**src/rtl/toom8_pkg.sv**
```systemverilog
// Shared constants, FSM state type and operand-width helper for the Toom-8 pointwise product scheduler.
package toom8_pkg;

  localparam int unsigned TOOM8_NUM_POINTS = 32'd15;

  typedef enum logic [1:0] {
    ST_IDLE  = 2'd0,
    ST_ISSUE = 2'd1,
    ST_DRAIN = 2'd2,
    ST_DONE  = 2'd3
  } sched_state_e;

  localparam logic [3:0] PT_0   = 4'd0;
  localparam logic [3:0] PT_P1  = 4'd1;
  localparam logic [3:0] PT_M1  = 4'd2;
  localparam logic [3:0] PT_P2  = 4'd3;
  localparam logic [3:0] PT_M2  = 4'd4;
  localparam logic [3:0] PT_P3  = 4'd5;
  localparam logic [3:0] PT_M3  = 4'd6;
  localparam logic [3:0] PT_P4  = 4'd7;
  localparam logic [3:0] PT_M4  = 4'd8;
  localparam logic [3:0] PT_P5  = 4'd9;
  localparam logic [3:0] PT_M5  = 4'd10;
  localparam logic [3:0] PT_P6  = 4'd11;
  localparam logic [3:0] PT_M6  = 4'd12;
  localparam logic [3:0] PT_M7  = 4'd13;
  localparam logic [3:0] PT_INF = 4'd14;

  localparam int unsigned OPW_0 = 32'd129;
  localparam int unsigned OPW_1 = 32'd132;
  localparam int unsigned OPW_2 = 32'd139;
  localparam int unsigned OPW_3 = 32'd144;
  localparam int unsigned OPW_4 = 32'd148;
  localparam int unsigned OPW_5 = 32'd149;
  localparam int unsigned OPW_6 = 32'd150;
  localparam int unsigned OPW_7 = 32'd155;

  // Evaluated-operand width grows with |point|; infinity carries only the top limb.
  function automatic int unsigned operand_width(input logic [3:0] pt);
    case (pt)
      PT_0, PT_INF:  operand_width = OPW_0;
      PT_P1, PT_M1:  operand_width = OPW_1;
      PT_P2, PT_M2:  operand_width = OPW_2;
      PT_P3, PT_M3:  operand_width = OPW_3;
      PT_P4, PT_M4:  operand_width = OPW_4;
      PT_P5, PT_M5:  operand_width = OPW_5;
      PT_P6, PT_M6:  operand_width = OPW_6;
      PT_M7:         operand_width = OPW_7;
      default:       operand_width = OPW_0;
    endcase
  endfunction

endpackage

```
**src/rtl/toom8_tag_tracker.sv**
```systemverilog
// Completion bitmap, response legality checks, outstanding-request counter and all-done detect.
module toom8_tag_tracker
  import toom8_pkg::*;
#(
  parameter int unsigned NUM_POINTS      = TOOM8_NUM_POINTS,
  parameter int unsigned MAX_OUTSTANDING = 32'd4,
  parameter int unsigned TAG_W           = 32'd4
) (
  input  logic                                   clk,
  input  logic                                   rst_n,
  input  logic                                   clr_i,
  input  logic                                   active_i,
  input  logic [TAG_W:0]                         issue_cnt_i,
  input  logic                                   issue_hs_i,
  input  logic                                   rsp_valid_i,
  input  logic [TAG_W-1:0]                       rsp_tag_i,
  output logic                                   rsp_accept_o,
  output logic                                   rsp_err_o,
  output logic [$clog2(MAX_OUTSTANDING+1)-1:0]   outstanding_d_o,
  output logic                                   all_done_o
);

  localparam int unsigned CNT_W = TAG_W + 32'd1;
  localparam int unsigned OUT_W = $clog2(MAX_OUTSTANDING + 1);
  localparam int unsigned SLOTS = 32'd1 << TAG_W;
  localparam logic [CNT_W-1:0] NUM_PTS_C = CNT_W'(NUM_POINTS);

  logic [SLOTS-1:0] bitmap_q, bitmap_d;
  logic [OUT_W-1:0] outstanding_q, outstanding_d;
  logic             tag_known_s, tag_fresh_s, tag_issued_s;

  // Bits above NUM_POINTS-1 exist only so an illegal tag can be looked up safely; they never get set.
  assign tag_known_s  = ({1'b0, rsp_tag_i} < NUM_PTS_C);
  assign tag_fresh_s  = ~bitmap_q[rsp_tag_i];
  assign tag_issued_s = ({1'b0, rsp_tag_i} < issue_cnt_i);

  assign rsp_accept_o    = rsp_valid_i & active_i & tag_known_s & tag_fresh_s & tag_issued_s;
  assign rsp_err_o       = rsp_valid_i & ~rsp_accept_o;
  assign outstanding_d_o = outstanding_d;
  assign all_done_o      = &bitmap_q[NUM_POINTS-1:0];

  // Next-state for bitmap and in-flight count.
  always_comb begin
    bitmap_d      = bitmap_q;
    outstanding_d = outstanding_q;
    if (clr_i) begin
      bitmap_d      = {SLOTS{1'b0}};
      outstanding_d = {OUT_W{1'b0}};
    end else begin
      case ({issue_hs_i, rsp_accept_o})
        2'b10:   outstanding_d = outstanding_q + OUT_W'(1'b1);
        2'b01:   outstanding_d = outstanding_q - OUT_W'(1'b1);
        default: outstanding_d = outstanding_q;
      endcase
      if (rsp_accept_o) begin
        bitmap_d[rsp_tag_i] = 1'b1;
      end else begin
        bitmap_d = bitmap_q;
      end
    end
  end

  // Tracker state registers.
  always_ff @(posedge clk or negedge rst_n) begin
    if (!rst_n) begin
      bitmap_q      <= {SLOTS{1'b0}};
      outstanding_q <= {OUT_W{1'b0}};
    end else begin
      bitmap_q      <= bitmap_d;
      outstanding_q <= outstanding_d;
    end
  end

endmodule

```
**src/rtl/toom8_pointwise_sched.sv**
```systemverilog
// Issues the 15 Toom-8 pointwise products to a shared pipelined multiplier and collects them by tag.
// Optional cycle/stall counters are built when TOOM8_SCHED_PERF_EN is defined.
module toom8_pointwise_sched
  import toom8_pkg::*;
#(
  parameter int unsigned NUM_POINTS      = TOOM8_NUM_POINTS,
  parameter int unsigned MAX_OUTSTANDING = 32'd4,
  parameter int unsigned TAG_W           = 32'd4
) (
  input  logic             clk,
  input  logic             rst_n,
  input  logic             start_i,
  input  logic             abort_i,
  output logic [TAG_W-1:0] pt_sel_o,
  output logic             mul_req_valid_o,
  input  logic             mul_req_ready_i,
  output logic [TAG_W-1:0] mul_req_tag_o,
  input  logic             mul_rsp_valid_i,
  input  logic [TAG_W-1:0] mul_rsp_tag_i,
  output logic             prod_wr_en_o,
  output logic [TAG_W-1:0] prod_wr_idx_o,
  output logic             busy_o,
  output logic             done_o,
  output logic             err_o
`ifdef TOOM8_SCHED_PERF_EN
  ,
  output logic [15:0]      perf_cycles_o,
  output logic [15:0]      perf_stall_o
`endif
);

  localparam int unsigned CNT_W = TAG_W + 32'd1;
  localparam int unsigned OUT_W = $clog2(MAX_OUTSTANDING + 1);
  localparam logic [CNT_W-1:0] NUM_PTS_C = CNT_W'(NUM_POINTS);
  localparam logic [OUT_W-1:0] MAX_OUT_C = OUT_W'(MAX_OUTSTANDING);

  sched_state_e     state_q, state_d;
  logic [CNT_W-1:0] issue_cnt_q, issue_cnt_d;
  logic             req_valid_q, req_valid_d;
  logic [TAG_W-1:0] req_tag_q, req_tag_d;
  logic             busy_q, busy_d;
  logic             done_q, done_d;
  logic             wr_en_q, wr_en_d;
  logic [TAG_W-1:0] wr_idx_q, wr_idx_d;
  logic             err_q, err_d;

  logic             start_acc_s, issue_hs_s, active_s;
  logic             rsp_accept_s, rsp_err_s, all_done_s;
  logic [OUT_W-1:0] outstanding_d_s;

  assign start_acc_s = start_i & (state_q == ST_IDLE);
  assign issue_hs_s  = req_valid_q & mul_req_ready_i;
  assign active_s    = (state_q == ST_ISSUE) | (state_q == ST_DRAIN);

  toom8_tag_tracker #(
    .NUM_POINTS      (NUM_POINTS),
    .MAX_OUTSTANDING (MAX_OUTSTANDING),
    .TAG_W           (TAG_W)
  ) u_tracker (
    .clk             (clk),
    .rst_n           (rst_n),
    .clr_i           (start_acc_s),
    .active_i        (active_s),
    .issue_cnt_i     (issue_cnt_q),
    .issue_hs_i      (issue_hs_s),
    .rsp_valid_i     (mul_rsp_valid_i),
    .rsp_tag_i       (mul_rsp_tag_i),
    .rsp_accept_o    (rsp_accept_s),
    .rsp_err_o       (rsp_err_s),
    .outstanding_d_o (outstanding_d_s),
    .all_done_o      (all_done_s)
  );

  // Next state, issue counter and next values of every registered output.
  always_comb begin
    state_d     = state_q;
    issue_cnt_d = issue_cnt_q;
    case (state_q)
      ST_IDLE: begin
        if (start_i) begin
          state_d     = ST_ISSUE;
          issue_cnt_d = {CNT_W{1'b0}};
        end else begin
          state_d = ST_IDLE;
        end
      end
      ST_ISSUE: begin
        if (abort_i) begin
          state_d = ST_IDLE;
        end else if (issue_hs_s) begin
          issue_cnt_d = issue_cnt_q + CNT_W'(1'b1);
          state_d     = (issue_cnt_d == NUM_PTS_C) ? ST_DRAIN : ST_ISSUE;
        end else begin
          state_d = ST_ISSUE;
        end
      end
      ST_DRAIN: begin
        if (abort_i) begin
          state_d = ST_IDLE;
        end else if (all_done_s) begin
          state_d = ST_DONE;
        end else begin
          state_d = ST_DRAIN;
        end
      end
      ST_DONE: state_d = ST_IDLE;
      default: state_d = ST_IDLE;
    endcase

    // Computed from next-state values so a raised request cannot change before its handshake.
    req_valid_d = (state_d == ST_ISSUE) & (outstanding_d_s < MAX_OUT_C) & (issue_cnt_d < NUM_PTS_C);
    req_tag_d   = (state_d == ST_ISSUE) ? issue_cnt_d[TAG_W-1:0] : {TAG_W{1'b0}};
    busy_d      = (state_d == ST_ISSUE) | (state_d == ST_DRAIN);
    done_d      = (state_d == ST_DONE);
    wr_en_d     = rsp_accept_s;
    wr_idx_d    = rsp_accept_s ? mul_rsp_tag_i : wr_idx_q;
    err_d       = (start_acc_s ? 1'b0 : err_q) | rsp_err_s;
  end

  // Scheduler state and output registers.
  always_ff @(posedge clk or negedge rst_n) begin
    if (!rst_n) begin
      state_q     <= ST_IDLE;
      issue_cnt_q <= {CNT_W{1'b0}};
      req_valid_q <= 1'b0;
      req_tag_q   <= {TAG_W{1'b0}};
      busy_q      <= 1'b0;
      done_q      <= 1'b0;
      wr_en_q     <= 1'b0;
      wr_idx_q    <= {TAG_W{1'b0}};
      err_q       <= 1'b0;
    end else begin
      state_q     <= state_d;
      issue_cnt_q <= issue_cnt_d;
      req_valid_q <= req_valid_d;
      req_tag_q   <= req_tag_d;
      busy_q      <= busy_d;
      done_q      <= done_d;
      wr_en_q     <= wr_en_d;
      wr_idx_q    <= wr_idx_d;
      err_q       <= err_d;
    end
  end

  assign pt_sel_o        = req_tag_q;
  assign mul_req_valid_o = req_valid_q;
  assign mul_req_tag_o   = req_tag_q;
  assign prod_wr_en_o    = wr_en_q;
  assign prod_wr_idx_o   = wr_idx_q;
  assign busy_o          = busy_q;
  assign done_o          = done_q;
  assign err_o           = err_q;

`ifdef TOOM8_SCHED_PERF_EN
  logic [15:0] perf_cycles_q, perf_cycles_d;
  logic [15:0] perf_stall_q, perf_stall_d;

  // Saturating round-length and request-stall counters; they freeze once the round leaves DONE.
  always_comb begin
    perf_cycles_d = perf_cycles_q;
    perf_stall_d  = perf_stall_q;
    if (start_acc_s) begin
      perf_cycles_d = 16'd0;
      perf_stall_d  = 16'd0;
    end else begin
      if ((state_q != ST_IDLE) && (perf_cycles_q != 16'hFFFF)) begin
        perf_cycles_d = perf_cycles_q + 16'd1;
      end else begin
        perf_cycles_d = perf_cycles_q;
      end
      if ((state_q == ST_ISSUE) && req_valid_q && !mul_req_ready_i && (perf_stall_q != 16'hFFFF)) begin
        perf_stall_d = perf_stall_q + 16'd1;
      end else begin
        perf_stall_d = perf_stall_q;
      end
    end
  end

  // Performance counter registers.
  always_ff @(posedge clk or negedge rst_n) begin
    if (!rst_n) begin
      perf_cycles_q <= 16'd0;
      perf_stall_q  <= 16'd0;
    end else begin
      perf_cycles_q <= perf_cycles_d;
      perf_stall_q  <= perf_stall_d;
    end
  end

  assign perf_cycles_o = perf_cycles_q;
  assign perf_stall_o  = perf_stall_q;
`endif

endmodule

```
**config.mk**
```make
export PLATFORM = sky130hd
export DESIGN_NAME = toom8_pointwise_sched
export DESIGN_NICKNAME = d
export VERILOG_FILES = /design/src/rtl/toom8_pkg.sv /design/src/rtl/toom8_tag_tracker.sv /design/src/rtl/toom8_pointwise_sched.sv
export SDC_FILE = /design/constraint.sdc
export NUM_CORES = 1
export LEC_CHECK = 0
export CAP_MARGIN = 5
export CORE_AREA = 2 2 63 95
export CTS_CLUSTER_SIZE = 14
export DETAILED_ROUTE_END_ITERATION = 7
export DIE_AREA = 0 0 65 97
export GPL_TIMING_DRIVEN = 0
export PLACE_DENSITY_LB_ADDON = 0.1
export RECOVER_POWER = 100
export SLEW_MARGIN = 10
export SYNTH_ARGS = -nofsm -noshare
export SYNTH_HDL_FRONTEND = slang
export SYNTH_SLANG_ARGS = --single-unit
```
**constraint.sdc**
```tcl
create_clock -name clk -period 7.85 [get_ports clk]
set_input_delay 1.1775 -clock clk [delete_from_list [all_inputs] [get_ports clk]]
set_output_delay 1.1775 -clock clk [all_outputs]
set_load 0.005 [all_outputs]
```
# == Yosys cells after proc, flatten, opt, wreduce, memory -nomap -nowiden ==
# Index checks and enable logic that the tools add are counted.
# op_classes
addsub,3
order_cmp,6
eq_ne,9
mux,21
n_bitwise,15
n_reduce_logical,4
# op_table
operator,count
$mux W16,2
$or A16 B16 Y16,1
$mux W5,3
$reduce_and A15 Y1,1
$eq A2 B2 Y1 const B,5
$pmux W5 S2,1
$and A1 B1 Y1,9
$mux W2,4
$pmux W2 S4,1
$eq A2 B1 Y1 const B,3
$pmux W3 S2,1
$add A5 B1 Y5 const B,1
$eq A5 B4 Y1 const B,1
$lt A4 B5 Y1,1
$lt A4 B5 Y1 const B,1
$lt A5 B4 Y1 const B,1
$mux W1,5
$bmux W1 S4,1
$demux W1 S4,1
$ge A4 B1 Y1 const B,1
$lt A4 B4 Y1 const B,1
$mux W4,1
$add A3 B1 Y3 const B,1
$lt A3 B3 Y1 const B,1
other kinds (7),10
# word_totals
regBits,39
input_bits,10
output_inout_bits,17
word_cells,69

# == Longest topological paths before layout ==
# depth
ltp_word,12
mapped_depth,16
ltp_nobuf,15

# == Modules after synthesis ==
# Synthesis repeated with hierarchy kept, for this count alone.
# hier_totals
cells_unflattened,191
area_unflattened_um2,2177.1
# modules_own_cells
module,instances,cells_per_inst,area_each_um2,seq_area_each_um2
toom8_tag_tracker,1,109,1221.2,475.5
toom8_pointwise_sched,1,82,955.9,500.5

# == Worst setup path after synthesis ==
# Ideal clock, no wire load.
# synth_path
kind,in2reg
startpoint,input mul_rsp_tag_i[1]
endpoint,"register req_valid_q, in the netlist mul_req_valid_o"
setup_ns,0.099
arrival_time_ns,3.596
required_ns,7.751
setup_slack_ns,4.155
path_stages,14
n_path_buf,1
path_cell_list,ha_1 a2111oi_2 o2111a_1 buf_6 nand3_4 inv_1 ha_1 inv_1 fa_1 xor2_1 nor2_1 xnor2_1 o21ai_0 a311oi_1
# synth_via
elab_chain_len,11
elab_cells_between_ends,15
classes_between,3 x order compare; 2 x eq/ne; 4 x mux; 6 x bitwise
# synth_rtl
element,line,source
start: declaration,toom8_pointwise_sched.sv:19,"input logic [TAG_W-1:0] mul_rsp_tag_i,"
$bmux W1 S4,toom8_tag_tracker.sv:34,assign tag_fresh_s = ~bitmap_q[rsp_tag_i];
$mux W1 (implied by the code),toom8_tag_tracker.sv:34,
$not A1 Y1,toom8_tag_tracker.sv:34,
$and A1 B1 Y1,toom8_tag_tracker.sv:37,assign rsp_accept_o = rsp_valid_i & active_i & tag_known_s & tag_fresh_s & tag_issued_s;
$and A1 B1 Y1 *,toom8_tag_tracker.sv:37,
via rsp_accept_s,toom8_pointwise_sched.sv:48,"logic rsp_accept_s, rsp_err_s, all_done_s;"
$eq A2 B1 Y1 or $eq A2 B2 Y1 (tied branches),toom8_tag_tracker.sv:50,"case ({issue_hs_i, rsp_accept_o})"
$pmux W3 S2 *,toom8_tag_tracker.sv:50,
$mux W3 *,toom8_tag_tracker.sv:46,if (clr_i) begin
$lt A3 B3 Y1 *,toom8_pointwise_sched.sv:111,req_valid_d = (state_d == ST_ISSUE) & (outstanding_d_s < MAX_OUT_C) & (issue_cnt_d < NUM_PTS_C);
$and A1 B1 Y1 * (2 in series),toom8_pointwise_sched.sv:111,
via req_valid_d,toom8_pointwise_sched.sv:39,"logic req_valid_q, req_valid_d;"
end signal: assignment,toom8_pointwise_sched.sv:135,req_valid_q <= req_valid_d;
end: declaration,toom8_pointwise_sched.sv:39,
# The timed path passes the listed nets; every way through them passes the cells marked *. The select of a mux whose other input is x is not followed.
# A chain may end at the register's enable or synchronous reset.

# == Worst setup path in the final report ==
# layout_path
startpoint,input mul_rsp_tag_i[2]
endpoint,"register req_valid_q, in the netlist mul_req_valid_o"
# Same word-level chain as after synthesis.

==> results.cfg <==
[synthesis]
async_flop_share_pct = 100
ys_warn_count = 0
synth-edff-count = 0
synthFlopType = dfrtp_1
seq_area_frac_synth_pct = 44.5
synth_top_area_share_pct = 44.5
yosysTopAreaCell = dfrtp_1
synth_cells = 205
synthTopCellsByArea = dfrtp_1 (45%), ha_1 (7.0%), a32o_1 (4.7%)
synth_commonest_cells = dfrtp_1 (38), inv_1 (16), nor2_1 (14), o21ai_0 (14), nand2_1 (13)
avgSynthCellArea_um2 = 10.4
synth_nets = 228
ys_types = 49
syn_area_um2 = 2130
synth_most_common_cell = dfrtp_1
ys_ff_latch = 38

[placement]
io_buffers = 26
place_hpwl_mm = 3.68
placed_area_um2 = 2500
gp_congestion = 0.891

[global_route]
grt_use_total_pct = 17.3
grt_pass1_wl_mm = 8.40
antenna_found_initial = 0
grt.overflow.total = 0
grt_max_degree = 33
grt_pass1_vias = 1720

[drt]
postRouteAntennaNets = 0
first_pass_iters = 4
routed_wl_mm = 4.84
routedWlPerCell_um = 15.6
viasPerCell = 5.35
drc = 0
drtIter0Drc = 111
vias = 1657

[clocking]
hold_buffers = 0
clock_sink_count = 38
htree_levels = 2
max-clock-path-buffers = 2
cts_tree = built
cts_setup_buffers = 0
numCtsBuffers = 5
clockRootBuffer = clkbuf_8
clock_latency_ns = 0.29
clkTransAtPathRegs_ns = 0.08
cts.repair.resized = 0

[worst_setup_path]
startpoint = mul_rsp_tag_i[2]
path_buf_inv = 4
max_stage_delay_ns = 0.67
path_class = in -> reg
path_delay_family = buffers and inverters
critPathArrivalTime_ns = 4.93
worst-path-max-fanout = 9
crit_path_cell_trace = dlygate4sd3_1, ha_1, a2111oi_0, o2111a_1, clkbuf_1, nand3_1, inv_1, ha_1, inv_1, fa_1, xor2_1, nor2_1, xnor2_1, o21ai_0, a311oi_1
required_ns = 8.05
cpMaxStageDelayCell = dlygate4sd3_1
critPathCaptureType = flop
startpoint_type = input pin
r2r_start = issue_cnt_q[1]

[sta]
worst_pin_slew_ns = 1.71
fin_worst_skew_ns = 0.00661
hold_ws_ns = 0.498
hold_viol = 0
min_period_ns = 4.72
setup_viol = 0
final-max-slew-violation-count = 33
rsz0062_at_grt = false
maxSlewHeadroom_pct = -13.8
fin_setup_tns_ns = 0
fin_crit_sh_pct = 60.1
max_freq_mhz = 212

[floorplanning]
ioPinCount = 27
dieWidth_um = 65
start_util_pct = 39.5
placeableCoreArea_um2 = 5410
die_area_um2 = 6310
rows = 33
dieHeight_um = 97

[hold_path]
hold_class = reg -> reg
worstHoldStart = prod_wr_idx_o[0]

[cells_and_area]
finish.utilization_pct = 46.9
n_fill_cell = 501
finish.net_count = 262
area_growth_pct = 18.8
layout-drive-gt1-share_pct = 8.33
multiInputGateArea_um2 = 1020
fin_area_um2 = 2530
diodes = 0
seq_area_um2 = 951

[status]
violations = max-capacitance violations, max-slew violations
status = finished with violations

[power_and_ir_drop]
cellPowerDensity_nw_per_um2 = 170
p_leak_uw = 0.00112
peakVddDrop_mv = 0.110

[flow_run]
cap_violations = 1
-- final cells by class --
type / count / area share (%)
Clock buffer: 6 / 3.26
Timing Repair Buffer: 27 / 10.2
Sequential cell: 38 / 37.5
Buffer: 12 / 2.47
Multi-Input combinational cell: 139 / 40.3
Clock inverter: 2 / 0.494
Inverter: 16 / 2.37
Tap cell: 70 / 3.46
-- state kept, by name, indices dropped and copies added, names as in the netlist --
register	count
mul_req_tag_o	4
busy_o	1
u_tracker.outstanding_q	3
u_tracker.bitmap_q	15
done_o	1
prod_wr_en_o	1
prod_wr_idx_o	4
issue_cnt_q	5
mul_req_valid_o	1
err_o	1
state_q	2
-- path summary, 6_finish.rpt --
| path | end | slack [ns] | depth (start not counted) |
|---|---|---|---|
| max | mul_req_valid_o | 3.13 | 15 |
| min reg2reg | prod_wr_idx_o[0] | 0.50 | 1 |
| max reg2reg | mul_req_valid_o | 4.07 | 15 |
| max in group asynchronous | u_tracker.bitmap_q[0] | 5.17 | 2 |
| min | prod_wr_idx_o[0] | 0.50 | 1 |
| min in group asynchronous | prod_wr_en_o | 0.76 | 1 |
-- per-stage QoR --
step	instances	setup WS, ns	power (uW)
after global placement	301	3.20	303
after detailed placement	302	3.23	304
after floorplan	205	4.16	262
final	310	3.13	432
after global routing	310	2.70	458
after CTS	310	3.55	449
-- cells in the final DEF (no fill, tap or decap), types with 3 or more instances in the layout --
cell / count
o21ai_0: 14
nand3b_1: 3
ha_1: 12
inv_1: 16
mux2i_1: 4
nand3_1: 5
a21oi_1: 3
nor2_1: 14
nand4_1: 5
nand2_1: 13
and2_1: 5
clkbuf_1: 8
clkbuf_8: 6
dfrtp_1: 38
a32o_1: 10
dlygate4sd3_1: 21
nor3_1: 6
and2_0: 4
nand2b_1: 3
clkdlybuf4s50_1: 4
a31oi_1: 3
buf_4: 4
-- routing by layer --
layer | wire length, um | vias to the layer above | GRT usage (%)
met3 | 163 | 6 | 2.91
met1 | 2020 | 796 | 20.6
met2 | 2560 | 41 | 30.0
met5 | 0 | - | 0
li1 | - | 814 | -
met4 | 93 | 0 | 7.20
-- logic make-up (layout without fill, tap and decap cells) --
kind of cell / Yosys count / count (layout) / share of synthesized area (%)
simple gates: 66 / 66 / 16.7
compound gates: 47 / 47 / 16.6
flops: 38 / 38 / 44.5
buf+inv: 28 / 63 / 6.45
fa+ha+maj: 13 / 13 / 7.97
mux: 10 / 10 / 6.45
xor+xnor: 3 / 3 / 1.23
-- power by group --
group	switching, uW	internal, uW	total [uW]
Combinational	40.7	35.1	75.9
Clock	70.9	70.6	142
Sequential	7.45	207	215
No activity file was read; power rests on OpenSTA's default activity.
==> variant, RTL diff (same flow settings) <==
`TOOM8_NUM_POINTS`: 32'd15 -> 32'd14.
--- a/src/rtl/toom8_pkg.sv
+++ b/src/rtl/toom8_pkg.sv
@@ -1,7 +1,7 @@
 // Shared constants, FSM state type and operand-width helper for the Toom-8 pointwise product scheduler.
 package toom8_pkg;
 
-  localparam int unsigned TOOM8_NUM_POINTS = 32'd15;
+  localparam int unsigned TOOM8_NUM_POINTS = 32'd14;
 
   typedef enum logic [1:0] {
     ST_IDLE  = 2'd0,
Behaviour: no difference found for any inputs over 10 cycles, from zero or initial values and one cycle with rst_n low; that may be too few to reach the edited logic, so the function may still have changed.
==> variant against the original RTL <==
Synthesized area down 0.12%. Critical path type unchanged. Maximum frequency decreased by 0.95%. Highest routed layer unchanged. Design area is 1.0% higher. Routed wire length down 1.0%. Setup slack got worse by 0.045 ns. Synthesized cell count is 0.49% higher. Sequential cell count grew 1.
Power is not compared: it rests on default switching activity, and its combinational part moved more than twofold at a synthesized area within 25%.
==> variant: results (changes against the original RTL) <==
Detailed routing
  – DR top layer: met4
  – Routed length on met1: 1880 um (-7.1%)
  – DR WL met2: 2530 um (-1.2%)
  – Starting DRC count in detailed routing: 90 (-19%)
  – DR vias: 1639 (-1.1%)
  – Post-Route WL: 4790 um (-1.0%)
  – DRT Pass-1 Iters: 4 (unchanged)
  – Antenna viol nets, final: 0 (unchanged)
  – Met3 WL: 171 um (+4.9%)

Pwr
  – Lkg Pwr: 1.17 nW
  – Clk pwr: 0.199 mW
  – Seq pwr share: 40.4%

Timing
  – Clock Skew: 0.00910 ns (+0.00249 ns)
  – Relative slew slack: 23.8% (+38 points)

Critical path
  – Cells on worst reg2reg path: 15 (unchanged)
  – Crit path from: mul_rsp_tag_i[2]
  – CP peak stage delay: 0.71 ns (+0.04 ns)
  – Worst-path maximum fanout: 10 (+1)
  – WP data arrival: 4.97 ns (+0.04 ns)
  – Reg-to-Reg Start: issue_cnt_q[1]
  – CP top delay family: buffers and inverters

Place
  – Post-Place Cell Area: 0.00250 sq mm (+0.20%)
  – PortBufs: 26 (unchanged)
  – RD Place Congestion: 0.836 (-6.1%)
  – Cells after DPL: 303 (+0.33%)
  – Hpwl dp: 3700 um (+0.47%)
  – Pre-CTS setup slack: 3.28 ns (+0.0565 ns)

Clocking
  – Bufs on Longest Clock Path: 2 (unchanged)
  – Clk pin slew, worst setup/hold paths: 0.08 ns (about the same)
  – Root buffer cell: clkbuf_8
  – Post-CTS Setup Bufs: 0 (unchanged)
  – Worst-Skew Late Latency: 0.29 ns (about the same)
  – CTS buffer count: 5 (unchanged)

Yosys
  – Sequential area share after synthesis: 45.8% (+1.2 points)
  – Post-synthesis net count: 229 (+0.44%)
  – Post-Syn Instances: 206 (+0.49%)
  – Synth unique cells: 49 (unchanged)
  – Post-synth top cells: 39 x dfrtp_1, 19 x nand2_1, 14 x inv_1, 14 x nor2_1
  – Synth area leaders: dfrtp_1 46%, ha_1 7.0%, nand2_1 3.3%
  – Asr flop ratio synth: 100% (unchanged)

Cells and area
  – Largest regs: u_tracker.bitmap_q (16), issue_cnt_q (5)
  – Finished Layout Cells: 311 (+0.32%)
  – Multi-input logic area: 997 sq um (-2.3%)
  – Ratio of cells with drive above 1 in the final layout: 7.05% (-1.3 points)
  – Nets: 263 (+0.38%)
  – Fillcell total: 519 (+3.6%)

GRT
  – Global-route wire length before repair: 8170 um (-2.7%)
  – Grt ovf: 0 (unchanged)
  – Overall Global Routing Usage: 16.7% (-0.52 points)
  – Initial antenna violation count: 0 (unchanged)
  – Met2 usage: 29.7% (-0.32 points)
  – GR Layer Usage met1: 18.2% (-2.4 points)
  – Met3 Use GR: 3.14% (+0.23 points)
  – Largest net degree at the start of global routing: 22 (-33%)
  – Number of global-route vias before repair: 1736 (+0.93%)

Outcome
  – Outcome: finished clean

Worst hold path
  – Hold Path Depth: 1 (unchanged)
  – Worst Hold Class: register to register
[variant: cell families after synthesis]
family | after synthesis | synth area share (%)
multiplexers | 11 | 5.87
AND/OR/NAND/NOR | 73 | 18.2
XOR/XNOR | 3 | 1.23
buffers and inverters | 24 | 5.34
flip-flops | 39 | 45.8
adder cells (fa/ha/maj) | 13 | 7.98
AO/OA/AOI/OAI | 43 | 15.6
[variant: layout make-up]
class / instances / area share (%)
timing repair buffer: 27 / 10.1
tap: 70 / 3.42
multi-input combinational: 143 / 38.9
buffer: 10 / 2.25
sequential: 39 / 38.1
clock buffer: 6 / 2.83
clock inverter: 2 / 2.34
inverter: 14 / 2.05
[variant: worst paths after layout]
kind / to / slack [ns]
worst min-delay path: prod_wr_idx_o[0] / 0.49
max in group asynchronous: state_q[0] / 5.22
worst min register to register: prod_wr_idx_o[0] / 0.49
min in group asynchronous: prod_wr_en_o / 1.05
worst max-delay path: mul_req_valid_o / 3.08
worst max register to register: mul_req_valid_o / 4.17
